File: config.mk
export PLATFORM = sky130hd
export DESIGN_NAME = mem_port_arbiter
export DESIGN_NICKNAME = d
export VERILOG_FILES = /design/src/rtl/mem_port_arbiter_pkg.sv /design/src/rtl/mem_port_arbiter_rr_picker.sv /design/src/rtl/mem_port_arbiter.sv
export SDC_FILE = /design/constraint.sdc
export NUM_CORES = 1
export LEC_CHECK = 0
export BUFFER_PORTS_ARGS = -buffer_cell sky130_fd_sc_hd__buf_2
export CAP_MARGIN = 20
export CELL_PAD_IN_SITES_DETAIL_PLACEMENT = 1
export CELL_PAD_IN_SITES_GLOBAL_PLACEMENT = 2
export CORE_AREA = 2 2 365 367
export DETAILED_ROUTE_END_ITERATION = 7
export DIE_AREA = 0 0 367 369
export HOLD_SLACK_MARGIN = 0.02
export MAX_ROUTING_LAYER = met4
export PLACE_DENSITY = 0.52
export SLEW_MARGIN = 10
export SYNTH_ARGS = -nofsm -noshare
export SYNTH_HDL_FRONTEND = slang
export SYNTH_SLANG_ARGS = --single-unit
File: constraint.sdc
create_clock -name clk -period 3.4 [get_ports clk]
set_clock_uncertainty 0.2 [all_clocks]
set_input_delay 0.17 -clock clk [delete_from_list [all_inputs] [get_ports clk]]
set_output_delay 0.17 -clock clk [all_outputs]
set_load 0.005 [all_outputs]
File: src/rtl/mem_port_arbiter_pkg.sv
// Shared types and constants for the memory port arbiter and its requesters.
package mem_port_arbiter_pkg;

  localparam int ACCESS_ID_WIDTH  = 7;
  localparam int ADDR_W           = 32;
  localparam int DATA_W           = 64;
  localparam int CORE_ID_W        = 4;
  localparam int TAG_W            = 2;
  localparam int BEAT_BYTES       = DATA_W / 8;
  localparam int CACHE_BLOCK_SIZE = 256;  // bytes per line
  localparam int MAX_BURST        = CACHE_BLOCK_SIZE / BEAT_BYTES;
  localparam int LEN_W            = $clog2(MAX_BURST) + 1;

  // ID tags carried in the top bits of access_id, one per requester.
  localparam logic [TAG_W-1:0] TAG_ICACHE = 2'b01;
  localparam logic [TAG_W-1:0] TAG_DCACHE = 2'b10;
  localparam logic [TAG_W-1:0] TAG_VLSU   = 2'b11;

  typedef enum logic [2:0] {
    READ_REQ,
    READ_RSP,
    WRITE_REQ,
    WRITE_RSP
  } access_t;

  typedef enum logic {
    IDLE,
    BURST
  } arb_state_t;

  typedef struct packed {
    logic                       vld;
    access_t                    access_type;
    logic [ACCESS_ID_WIDTH-1:0] access_id;
    logic [CORE_ID_W-1:0]       core_id;
    logic [ADDR_W-1:0]          addr;
    logic [DATA_W-1:0]          data;
    logic [LEN_W-1:0]           access_length;
  } request_t;

  // A zero length is a single beat.
  function automatic logic [LEN_W-1:0] eff_len(input logic [LEN_W-1:0] len);
    return (len == '0) ? LEN_W'(1) : len;
  endfunction

  function automatic logic [TAG_W-1:0] id_tag(input request_t r);
    return r.access_id[ACCESS_ID_WIDTH-1 -: TAG_W];
  endfunction

endpackage

File: src/rtl/mem_port_arbiter_rr_picker.sv
// Round-robin picker: first set bit of vld at or after ptr (cyclic), one-hot.
module rr_picker #(
  parameter int N     = 3,
  parameter int PTR_W = 2
) (
  input  logic [N-1:0]     vld,
  input  logic [PTR_W-1:0] ptr,
  output logic [N-1:0]     pick
);

  // Scan from the farthest position back to ptr so the nearest valid wins.
  always_comb begin
    // NOTE: default assigned before the loop so every path drives pick (no latch).
    pick = '0;
    for (int k = N - 1; k >= 0; k--) begin
      if (vld[(int'(ptr) + k) % N]) pick = N'(1) << ((int'(ptr) + k) % N);
    end
  end

endmodule

File: src/rtl/mem_port_arbiter.sv
// Burst-locked round-robin arbiter for the shared memory request port,
// plus ID-tag based routing of memory responses back to the requesters.
module mem_port_arbiter
  import mem_port_arbiter_pkg::*;
#(
  parameter int                   N_REQ   = 3,
  parameter logic [CORE_ID_W-1:0] CORE_ID = '0,
  parameter logic [TAG_W-1:0]     ID_TAG [N_REQ] = '{TAG_ICACHE, TAG_DCACHE, TAG_VLSU}
) (
  input  logic             clk,
  input  logic             reset,
  input  request_t         req [N_REQ],
  output logic [N_REQ-1:0] req_grant,
  output request_t         rsp [N_REQ],
  output request_t         mem_req,
  input  logic             mem_grant,
  input  request_t         mem_rsp,
  output logic             unmapped_rsp
);

  localparam int PTR_W = (N_REQ > 1) ? $clog2(N_REQ) : 1;

  arb_state_t       state, state_nxt;
  logic [PTR_W-1:0] rr_ptr, rr_ptr_nxt;
  logic [PTR_W-1:0] owner, owner_nxt;
  logic [LEN_W-1:0] beat_cnt, beat_cnt_nxt;
  logic [LEN_W-1:0] burst_len, burst_len_nxt;
  request_t         mem_req_nxt;
  logic [N_REQ-1:0] vld_vec, pick, rsp_hit;
  logic [PTR_W-1:0] pick_idx;
  logic [LEN_W-1:0] pick_len;
  logic             slot_free;

  function automatic logic [PTR_W-1:0] inc_ptr(input logic [PTR_W-1:0] p);
    return (int'(p) == N_REQ - 1) ? '0 : p + PTR_W'(1);
  endfunction

  rr_picker #(.N(N_REQ), .PTR_W(PTR_W)) u_picker (
    .vld  (vld_vec),
    .ptr  (rr_ptr),
    .pick (pick)
  );

  // Request valid vector, picked index, and response tag matches.
  always_comb begin
    pick_idx = '0;
    for (int i = 0; i < N_REQ; i++) begin
      vld_vec[i] = req[i].vld;
      rsp_hit[i] = mem_rsp.vld && (id_tag(mem_rsp) == ID_TAG[i]);
      if (pick[i]) pick_idx = PTR_W'(i);
    end
  end

  // The slot is free when memory holds nothing or takes what it holds now.
  assign slot_free = !mem_req.vld || mem_grant;
  assign pick_len  = eff_len(req[pick_idx].access_length);

  // Arbitration FSM: grant, next mem_req, pointer and burst bookkeeping.
  always_comb begin
    state_nxt     = state;
    rr_ptr_nxt    = rr_ptr;
    owner_nxt     = owner;
    beat_cnt_nxt  = beat_cnt;
    burst_len_nxt = burst_len;
    mem_req_nxt   = mem_req;
    req_grant     = '0;
    if (mem_grant) mem_req_nxt.vld = 1'b0;
    unique case (state)
      IDLE: begin
        if (reset && slot_free && (|pick)) begin
          req_grant           = pick;
          mem_req_nxt         = req[pick_idx];
          mem_req_nxt.core_id = CORE_ID;
          if (pick_len > LEN_W'(1)) begin
            owner_nxt     = pick_idx;
            beat_cnt_nxt  = LEN_W'(1);
            burst_len_nxt = pick_len;
            state_nxt     = BURST;
          end else begin
            rr_ptr_nxt = inc_ptr(pick_idx);
          end
        end
      end
      BURST: begin
        if (reset && slot_free && req[owner].vld) begin
          req_grant[owner]    = 1'b1;
          mem_req_nxt         = req[owner];
          mem_req_nxt.core_id = CORE_ID;
          beat_cnt_nxt        = beat_cnt + LEN_W'(1);
          if (beat_cnt_nxt == burst_len) begin
            beat_cnt_nxt = '0;
            rr_ptr_nxt   = inc_ptr(owner);
            state_nxt    = IDLE;
          end
        end
      end
      default: state_nxt = IDLE;
    endcase
  end

  // Arbitration state and the registered memory request.
  always_ff @(posedge clk or negedge reset) begin
    if (!reset) begin
      state     <= IDLE;
      rr_ptr    <= '0;
      owner     <= '0;
      beat_cnt  <= '0;
      burst_len <= '0;
      mem_req   <= '0;
    end else begin
      // NOTE: non-blocking assignments so every register samples pre-edge values.
      state     <= state_nxt;
      rr_ptr    <= rr_ptr_nxt;
      owner     <= owner_nxt;
      beat_cnt  <= beat_cnt_nxt;
      burst_len <= burst_len_nxt;
      mem_req   <= mem_req_nxt;
    end
  end

  // Response demux: forward to the tag owner, flag tags nobody owns.
  always_ff @(posedge clk or negedge reset) begin
    if (!reset) begin
      // NOTE: a small register bank, not a RAM, so it is cleared on reset.
      for (int i = 0; i < N_REQ; i++) rsp[i] <= '0;
      unmapped_rsp <= 1'b0;
    end else begin
      for (int i = 0; i < N_REQ; i++) begin
        if (rsp_hit[i]) rsp[i] <= mem_rsp;
        else            rsp[i].vld <= 1'b0;
      end
      unmapped_rsp <= mem_rsp.vld && !(|rsp_hit);
    end
  end

endmodule

---- Yosys cells after proc, flatten, opt, wreduce, memory -nomap -nowiden ----
Index checks and enable logic that the tools add are counted.
storage, ports and cells
  logic and storage cells ................. 135
  output and inout bits ................... 472
  register bits after elaboration ......... 486
  input port bits ......................... 471
operators by class
  $lt $le $gt $ge ......................... 8
  add/sub/neg operators ................... 5
  bitwise logic cells ..................... 3
  equal/unequal tests ..................... 11
  reductions and logical operators ........ 18
  div/mod/pow operators ................... 3
  muxes and demuxes ....................... 50
  shift operators ......................... 3
operators with widths
  kind                                                                       count
  117-bit 2-to-1 mux                                                         6
  117-bit binary-select mux with 2-bit select                                2
  117-bit one-hot mux with 2 select lines                                    1
  32-bit by 4-bit < comparator with 1-bit output (second input constant)     3
  1-bit by 32-bit left shift with 3-bit output (first input constant)        3
  32-bit by 3-bit remainder unit with 32-bit output (second input constant)  2
  3-bit by 3-bit remainder unit with 32-bit output (second input constant)   1
  6-bit 2-to-1 mux                                                           5
  1-bit 2-to-1 mux                                                           16
  3-bit 2-to-1 mux                                                           5
  2-bit 2-to-1 mux                                                           7
  6-bit one-hot mux with 2 select lines                                      1
  2-bit == test (second input constant)                                      4
  1-bit logical AND                                                          8
  6-bit by 1-bit adder with 6-bit output (second input constant)             1
  1-bit binary-select mux with 2-bit select                                  3
  6-bit == test                                                              1
  3-bit >= comparator (second input constant)                                2
  6-bit by 1-bit > comparator with 1-bit output (second input constant)      1
  6-bit zero test                                                            1
  2-bit inequality test (second input constant)                              3
  2-bit inverter with 3-bit output                                           2
  3-bit one-hot mux with 2 select lines                                      1
  3-bit AND reduction                                                        2
  other kinds (16)                                                           20

---- Longest topological paths before layout ----
Gate-level depths: netlist (run 1).
  depth in word-level cells ............... 20
  gate-level depth with buffers ........... 12
  depth with buffers taken out ............ 9

---- Cells and area by module ----
Synthesis (run 1) repeated with hierarchy kept, for this count alone.
second synthesis, totals
  cells, all modules ...................... 2497
  area, all modules ....................... 23256.1 sq um
modules (own cells, without submodules)
  module            area an instance (sq um)  times used  cells an instance  sequential area each (sq um)
  mem_port_arbiter  23003.3                   1           2465               12061.6
  rr_picker         252.7                     1           32                 0.0

---- Least setup slack after synthesis (run 1) ----
Ideal clock, no wire load.
  path kind ............................... flip-flop to flip-flop
  start ................................... register rr_ptr[0]
  end ..................................... register rr_ptr[0]
  clock period less this slack ............ 2.829 ns
  stages on the path, launching flop included .. 10
  path buffers ............................ 0
  setup slack ............................. 0.571 ns
  library setup time ...................... 0.128 ns
  data arrival time ....................... 2.501 ns
  required time ........................... 3.072 ns
  cell sequence ........................... dfrtp_1 > inv_1 > ha_1 > nor2b_1 > o211a_1 > o21a_4 > o41ai_4 > a21oi_2 > nor4_4 > mux2_1
between the ends
  cells in the longest elaborated chain, start to end .. 19
  elaborated cells on any way between the ends .. 40
  those cells by class .................... 3 x add/sub; 3 x div; 1 x order compare; 3 x eq/ne; 3 x shift; 22 x mux; 1 x bitwise; 4 x reduce/logical
RTL lines
  element                                                 line                              text
  start, declared                                         mem_port_arbiter.sv:24            logic [PTR_W-1:0] rr_ptr, rr_ptr_nxt;
  start signal, assigned                                  mem_port_arbiter.sv:113           rr_ptr <= rr_ptr_nxt;
  2-bit by 2-bit adder with 3-bit output                  mem_port_arbiter_rr_picker.sv:16  if (vld[(int'(ptr) + k) % N]) pick = N'(1) << ((int'(ptr) + k) % N);
  32-bit by 3-bit remainder unit with 32-bit output       mem_port_arbiter_rr_picker.sv:16
  1-bit binary-select mux with 2-bit select               mem_port_arbiter_rr_picker.sv:16
  1-bit 2-to-1 mux (implied by the code) (2 in series)    mem_port_arbiter_rr_picker.sv:16
  3-bit 2-to-1 mux (2 in series)                          mem_port_arbiter_rr_picker.sv:16
  3-bit 2-to-1 mux *                                      mem_port_arbiter_rr_picker.sv:16
  1-bit 2-to-1 mux                                        mem_port_arbiter.sv:50            if (pick[i]) pick_idx = PTR_W'(i);
  2-bit 2-to-1 mux                                        mem_port_arbiter.sv:50
  2-bit inverter with 3-bit output (implied by the code)  mem_port_arbiter.sv:56            assign pick_len = eff_len(req[pick_idx].access_length);
  117-bit binary-select mux with 2-bit select             mem_port_arbiter.sv:56
  117-bit 2-to-1 mux (2 in series)                        n/a
  6-bit zero test                                         mem_port_arbiter_pkg.sv:43        return (len == '0) ? LEN_W'(1) : len;
  6-bit 2-to-1 mux                                        mem_port_arbiter_pkg.sv:43
  6-bit by 1-bit > comparator with 1-bit output           mem_port_arbiter.sv:74            if (pick_len > LEN_W'(1)) begin
  2-bit inequality test (no source line)                  n/a
  4-bit AND reduction (no source line)                    n/a
Mark *: on every way between the ends. The rest lies on a longest branch, timed or not. The select of a mux whose other input is x is not followed.
A chain may end at the register's enable or synchronous reset.

---- Final worst setup path (run 1) ----
  start ................................... register owner[0]
  end ..................................... register mem_req[43] (netlist bit)
between the ends
  cells in the longest elaborated chain, start to end .. 7
  elaborated cells on any way between the ends .. 9
  those cells by class .................... 1 x eq/ne; 5 x mux; 1 x bitwise; 2 x reduce/logical
RTL lines
  element                                                            line                                            text
  start, declared                                                    mem_port_arbiter.sv:25                          logic [PTR_W-1:0] owner, owner_nxt;
  start signal, assigned                                             mem_port_arbiter.sv:114                         owner <= owner_nxt;
  2-bit inverter with 3-bit output (implied by the code) *           mem_port_arbiter.sv:85, mem_port_arbiter.sv:87
  117-bit binary-select mux with 2-bit select *                      mem_port_arbiter.sv:85, mem_port_arbiter.sv:87
  117-bit 2-to-1 mux (implied by the code) * (2 in series)           mem_port_arbiter.sv:85, mem_port_arbiter.sv:87
  1-bit logical AND                                                  mem_port_arbiter.sv:85                          if (reset && slot_free && req[owner].vld) begin
  2-bit by 1-bit inequality test with 1-bit output (no source line)  n/a
  2-bit AND reduction (no source line)                               n/a
  end signal, assigned                                               mem_port_arbiter.sv:117                         mem_req <= mem_req_nxt;
  end, declared                                                      mem_port_arbiter.sv:15                          output request_t mem_req,
Marks and branches as above.

==> flow_metrics.env, run 1 <==
export IMPL_cts_buffer_depth=3
export IMPL_max_vdd_ir_drop_v=0.000494
export IMPL_io_pins=943
export IMPL_period_needed_ns=3.33
export IMPL_yosysWarnings=0
export IMPL_p_per_area_nw_per_um2=738
export IMPL_ys_seq_elements=482
export IMPL_setup_viol=0
export IMPL_combPwrFrac=0.463
export IMPL_routed_wl_mm=130
export IMPL_drc=0
export IMPL_rsz0062_at_grt="no"
export IMPL_clk_pin_slew_worst_paths_ns=0.06
export IMPL_dp_hpwl_mm=93.6
export IMPL_ys_async_sr_fraction=1.00
export IMPL_cap_violations=0
export IMPL_leakagePower_nw=18.9
export IMPL_die_w_um=367
export IMPL_p_seq_frac=0.287
export IMPL_violations="slew limit"
export IMPL_avgViaCountPerCell=4.25
export IMPL_rows=133
export IMPL_grt_pass1_vias=26113
export IMPL_grt_pass1_wl_mm=190
export IMPL_port_buffers=926
export IMPL_stdcell_count=5700
export IMPL_p_switching_w=0.0109
export IMPL_syn_area_per_cell_um2=9.76
export IMPL_die_area_um2=135000
export IMPL_drv_slew=21
export IMPL_antenna_found_initial=32
export IMPL_fin_setup_tns_ns=0
export IMPL_internal_power_w=0.0176
export IMPL_clock_fmax_ghz=0.301
export IMPL_seq_area_frac_synth=0.510
export IMPL_drt_iter0_drc=1173
export IMPL_wl_per_cell_um=22.8
export IMPL_final_cell_mix="buf_2 (925), nand2_1 (811), dlygate4sd3_1 (568), dfrtp_1 (480), mux2i_1 (226)"
export IMPL_register_area_um2=12100
export IMPL_final_nets=4346
export IMPL_cp_required_ns=3.72
export IMPL_clockRootBuffer="clkbuf_16"
export IMPL_gp_congestion=0.784
export IMPL_drive_above_1_share=0.318
export IMPL_cts_tree="built"
export IMPL_ys_flop_type="dfrtp_1"
export IMPL_gr_total_overflow=0
export IMPL_multi_input_area_um2=10700
export IMPL_cp_start_kind="flop"
export IMPL_synth_cell_types=67
export IMPL_worst_pin_slew_ns=1.53
export IMPL_max_slew_margin=-0.0197
export IMPL_path_class="reg2reg"
export IMPL_crit_fanout=107
export IMPL_cp_data_arrival_time_ns=3.65
export IMPL_clockPowerShare=0.250
export IMPL_dr_pass1_iters=7
export IMPL_pre_cts_slack_ns=0.246
export IMPL_syn_instance_count=2423
export IMPL_cts_sink_count=482
export IMPL_track_usage=0.194
export IMPL_ant_nets=0
export IMPL_grt_start_max_net_pins=117
export IMPL_numCtsBuffers=66
export IMPL_clk_insertion_delay_late_ns=0.64
export IMPL_core_um2=131000
export IMPL_final_common_cell="buf_2"
export IMPL_dp_cells=4986
export IMPL_h_tree_depth=3
export IMPL_hp_class="in2reg"
export IMPL_outcome="finished with violations"
export IMPL_critPathCaptureType="flop"
export IMPL_hold_violations=0
export IMPL_areaGrowthSynthToFinish_pct=63.0
export IMPL_synth_edf_count=0
export IMPL_setup_ws_ns=0.0727
export IMPL_p_sw_frac=0.382
export IMPL_finalCritPeriodShare=0.979
export IMPL_dieHeight_um=369
export IMPL_synth_area_um2=23600
export IMPL_num_fill_cells=15326
export IMPL_vias=24240
export IMPL_initial_utilization=0.180
path summary, 6_finish.rpt:
check | cells after the start | from | endpoint | slack [ns]
hold reg to reg | 1 | rsp[112]$_DFFE_PN0P_ | rsp[112]$_DFFE_PN0P_ | 0.26
min in group asynchronous | 4 | reset | rsp[50]$_DFFE_PN0P_ | 0.49
max in group asynchronous | 5 | reset | rsp[40]$_DFFE_PN0P_ | 0.95
hold / removal | 4 | mem_rsp[17] | rsp[251]$_DFFE_PN0P_ | 0.1
setup / recovery | 5 | owner[0]$_DFFE_PN0P_ | mem_req[43]$_DFFE_PN0P_ | 0.07
setup reg to reg | 5 | owner[0]$_DFFE_PN0P_ | mem_req[43]$_DFFE_PN0P_ | 0.07
repair_timing:
item,4_1_cts,5_1_grt
buffers inserted,0,2
hold buffers,569,0
endpoints found under the hold margin,737,0
pin swaps,0,1
setup endpoints to repair,1,5
gates resized for setup,1,5
critical path, stage by stage, from the launching register on:
cell	delay, ns
dfrtp_4	0.66
buf_12	0.36
mux2i_1	0.33
o21ai_0	0.13
dlygate4sd3_1	0.60
a221o_1	0.29
state kept, by name, indices dropped and copies added, names as in the netlist:
| register | count |
|---|---|
| rsp | 351 |
| mem_req | 113 |
| beat_cnt | 6 |
| burst_len | 6 |
| owner | 2 |
| rr_ptr | 2 |
| state | 1 |
| unmapped_rsp | 1 |
metrics by stage:
step                      utilization  hold WS (ns)  total power [W]  area (um2)
after CTS                       0.293        0.0225           0.0289       38400
after detailed placement        0.233        -0.130           0.0200       30600
after global placement          0.233        -0.128           0.0200       30600
after floorplan                     -        -0.326           0.0145       23700
final                           0.294        0.0973           0.0285       38500
after global routing            0.294        0.0735           0.0303       38500
logic make-up (layout without fill, tap and decap cells):
| family | Yosys count | in the layout | share of synthesized area |
|---|---|---|---|
| XOR/XNOR | 10 | 10 | 0.00370 |
| buffers and inverters | 203 | 1697 | 0.0403 |
| other | 1 | 29 | 0.000159 |
| flip-flops | 482 | 482 | 0.510 |
| AND/OR/NAND/NOR | 990 | 990 | 0.164 |
| AO/OA/AOI/OAI | 385 | 385 | 0.125 |
| adder cells (fa/ha/maj) | 5 | 5 | 0.00265 |
| multiplexers | 347 | 347 | 0.153 |
metal layers:
layer	routed length (um)	up-vias	share of wire	GRT usage
li1	-	11303	-	-
met1	56700	12084	0.44	0.236
met2	63400	744	0.49	0.325
met3	7850	109	0.060	0.0457
met4	2310	0	0.018	0.0435
met5	0	-	0	-
synthesized netlist by cell type (6+ instances only):
master / count / area [um2]
mux2_2: 119 / 1340
a211oi_1: 111 / 833
inv_1: 15 / 56.3
dfrtp_1: 482 / 12100
buf_2: 24 / 120
buf_4: 19 / 143
o21ai_0: 112 / 561
buf_6: 12 / 135
a221o_1: 108 / 1080
nand2_1: 811 / 3040
xnor2_1: 7 / 61.3
mux2i_1: 226 / 2260
clkbuf_1: 114 / 428
a21oi_1: 6 / 30.0
o21ai_1: 8 / 40.0
nor2_1: 124 / 465
buf_1: 17 / 63.8
nand3_1: 13 / 65.1
power by group through the flow:
stage,combinational (W),sequential [W],clock [W]
5_1_grt,0.0144,0.00835,0.00760
6_report,0.0132,0.00816,0.00713
4_1_cts,0.0133,0.00818,0.00741
3_5_place_dp,0.0118,0.00823,0
3_3_place_gp,0.0117,0.00825,0
2_1_floorplan,0.00641,0.00810,0
area by class of cell:
| class | instances | share of cell area |
|---|---|---|
| Multi-Input combinational cell | 1741 | 0.278 |
| Clock buffer | 93 | 0.0483 |
| Timing Repair Buffer | 1562 | 0.293 |
| Clock inverter | 25 | 0.00795 |
| Inverter | 17 | 0.00179 |
| Sequential cell | 482 | 0.313 |
| Tap cell | 1755 | 0.0570 |
| Antenna cell | 25 | 0.00162 |
Power figures use the tool's default switching activity.
==> run 2: changes to the inputs <==
Settings changed: CORE_AREA 2 2 365 367 to 2 2 371 373, CTS_BUF_LIST from default to sky130_fd_sc_hd__clkbuf_8 sky130_fd_sc_hd__clkbuf_16, DIE_AREA 0 0 367 369 to 0 0 373 375, PLACE_DENSITY 0.52 to 0.51.
==> run 2 against run 1 <==
Against the previous run:
- the flow now finishes without violations
- clock-buffer cell count decreased by 13
- wire length rose by 0.30%
- first-iteration DRC count shrank 2.7%
- combinational power hardly changed
- critical path depth up 1
- die area up 3.3%
- sequential power up 0.6%
- via count is 1.1% higher
- register-to-register slack gained 0.12 ns
==> flow_metrics.env, run 2 (synthesis results as in run 1) <==
export IMPL_outcome="finished clean"
export IMPL_top_regs="rsp (351), mem_req (113)"
export IMPL_cts_buffer_depth=3
export IMPL_drt_iter0_drc=1141
export IMPL_finalCritPeriodShare=0.965
export IMPL_drv_slew=0
export IMPL_grt_busiest_layer="met2"
export IMPL_clockRootBuffer="clkbuf_16"
export IMPL_ant_nets=0
export IMPL_die_area_um2=140000
export IMPL_final_common_cell="buf_2"
export IMPL_grt_use_met3=0.0502
export IMPL_gr_total_overflow=0
export IMPL_h_tree_depth=3
export IMPL_setup_viol=0
export IMPL_drc=0
export IMPL_setup_ws_ns=0.120
export IMPL_cp_start_kind="flop"
export IMPL_cp_required_ns=3.03
export IMPL_core_um2=136000
export IMPL_max_slew_margin=0.207
export IMPL_dp_hpwl_mm=92.1
export IMPL_rsz0062_at_grt="no"
export IMPL_fin_setup_tns_ns=0
export IMPL_areaGrowthSynthToFinish_pct=63.9
export IMPL_cp_slowest_cell="dfrtp_4"
export IMPL_clock_fmax_ghz=0.305
export IMPL_clk_insertion_delay_late_ns=0.65
export IMPL_crit_chain="mux2_2, a22oi_1, nor3_4, bufbuf_16, a32o_1, buf_2"
export IMPL_cts_tree="built"
export IMPL_pre_cts_slack_ns=0.101
export IMPL_num_fill_cells=15929
export IMPL_hold_violations=0
export IMPL_slowest_delay_ns=0.62
export IMPL_period_needed_ns=3.28
export IMPL_power_w=0.0280
export IMPL_cp_top_family="compound AO/OA/AOI/OAI gates"
export IMPL_track_usage=0.188
export IMPL_leakagePower_nw=19.0
export IMPL_final_cell_mix="buf_2 (925), nand2_1 (811), dlygate4sd3_1 (598), dfrtp_1 (480), mux2i_1 (226)"
export IMPL_grt_pass1_vias=26054
export IMPL_critPathCaptureType="primary output"
export IMPL_worst_pin_slew_ns=1.19
export IMPL_grt_use_met2=0.298
export IMPL_largest_register_ff_count=351
export IMPL_antenna_found_initial=46
export IMPL_max_vdd_ir_drop_v=0.000588
export IMPL_met1_usage=0.230
export IMPL_p_per_area_nw_per_um2=723
export IMPL_regMostFlops="rsp"
export IMPL_drive_above_1_share=0.312
export IMPL_path_class="reg2out"
export IMPL_wl_per_cell_um=22.6
export IMPL_hp_class="in2reg"
export IMPL_cp_data_arrival_time_ns=2.91
export IMPL_gp_congestion=0.775
export IMPL_grt_start_max_net_pins=131
export IMPL_cap_violations=0
export IMPL_rows=136
export IMPL_final_nets=4370
export IMPL_initial_utilization=0.173
export IMPL_die_w_um=373
export IMPL_cts_sink_count=482
export IMPL_avgViaCountPerCell=4.24
export IMPL_placed_cell_area_um2=30500
export IMPL_crit_fanout=53
export IMPL_io_pins=943
export IMPL_routed_wl_mm=131
export IMPL_clk_pin_slew_worst_paths_ns=0.07
export IMPL_vias=24502
export IMPL_numCtsBuffers=66
export IMPL_dieHeight_um=375
export IMPL_dr_pass1_iters=6
export IMPL_final_area_um2=38700
export IMPL_port_buffers=926
export IMPL_critPathBufInv=2
export IMPL_grt_pass1_wl_mm=189
-- run 2: cell types whose count changed in the layout (fill, tap and decap cells not counted), sizes merged --
cell | previous run | this run
inv | 20 | 40
clkinv | 18 | 11
bufinv | 4 | 1
buf | 994 | 987
diode | 25 | 37
bufbuf | 0 | 1
dlygate4sd3 | 568 | 598
clkbuf | 93 | 80
clkinvlp | 0 | 1
-- run 2: worst paths after layout --
| kind | start | end | slack, ns | depth (start not counted) |
|---|---|---|---|---|
| max | owner[0]$_DFFE_PN0P_ | req_grant[1] | 0.12 | 6 |
| min | mem_rsp[75] | rsp[192]$_DFFE_PN0P_ | 0.09 | 4 |
| max reg2reg | owner[0]$_DFFE_PN0P_ | mem_req[79]$_DFFE_PN0P_ | 0.19 | 5 |
| min reg2reg | rsp[345]$_DFFE_PN0P_ | rsp[345]$_DFFE_PN0P_ | 0.26 | 1 |
| max in group asynchronous | reset | mem_req[51]$_DFFE_PN0P_ | 0.68 | 5 |
| min in group asynchronous | reset | owner[1]$_DFFE_PN0P_ | 0.53 | 3 |
-- run 2: metal layers --
metal,up-vias,part of all wire,wire (um)
li1,11363,-,-
met1,12141,0.44,57100
met2,827,0.47,60800
met3,171,0.066,8610
met4,0,0.031,4080
met5,-,0,0
-- run 2: timing repair --
item | CTS | global route
gates resized for setup | 3 | 3
hold buffers | 598 | 0
pin swaps | 1 | 1
hold endpoints to repair | 559 | 0
buffers inserted | 3 | 0
setup endpoints to repair | 3 | 37
cloned | 1 | 0
-- run 2: worst register-to-register path: stages (launching register included) --
cell and delay, ns:
dfrtp_4 0.62, buf_12 0.54, mux2i_1 0.71, o21ai_0 0.13, dlygate4sd3_1 0.62, a221o_1 0.30
-- run 2: report_power, final --
group          leakage [nW]  internal (W)  switching (W)  total, W
Combinational          12.0       0.00602        0.00685    0.0129
Clock                  1.12       0.00396        0.00299   0.00695
Sequential             5.92       0.00719        0.00102   0.00821
Total                  19.0        0.0172         0.0109    0.0280
-- run 2: area by class of cell --
class	count	area (um2)	area share
inverter	17	68.8	0.00178
antenna	37	92.6	0.00239
clock inverter	36	268	0.00691
tap	1794	2240	0.0579
timing repair buffer	1586	11400	0.296
multi-input combinational	1741	10700	0.276
sequential	482	12100	0.312
clock buffer	80	1860	0.0479
-- run 2: per-stage QoR --
step | instances | hold WS [ns] | util
2_1_floorplan | 2426 | -0.326 | -
3_3_place_gp | 5018 | -0.208 | 0.224
3_5_place_dp | 5018 | -0.204 | 0.224
4_1_cts | 5736 | 0.0200 | 0.284
5_1_grt | 5771 | 0.0741 | 0.284
6_report | 5773 | 0.0929 | 0.284
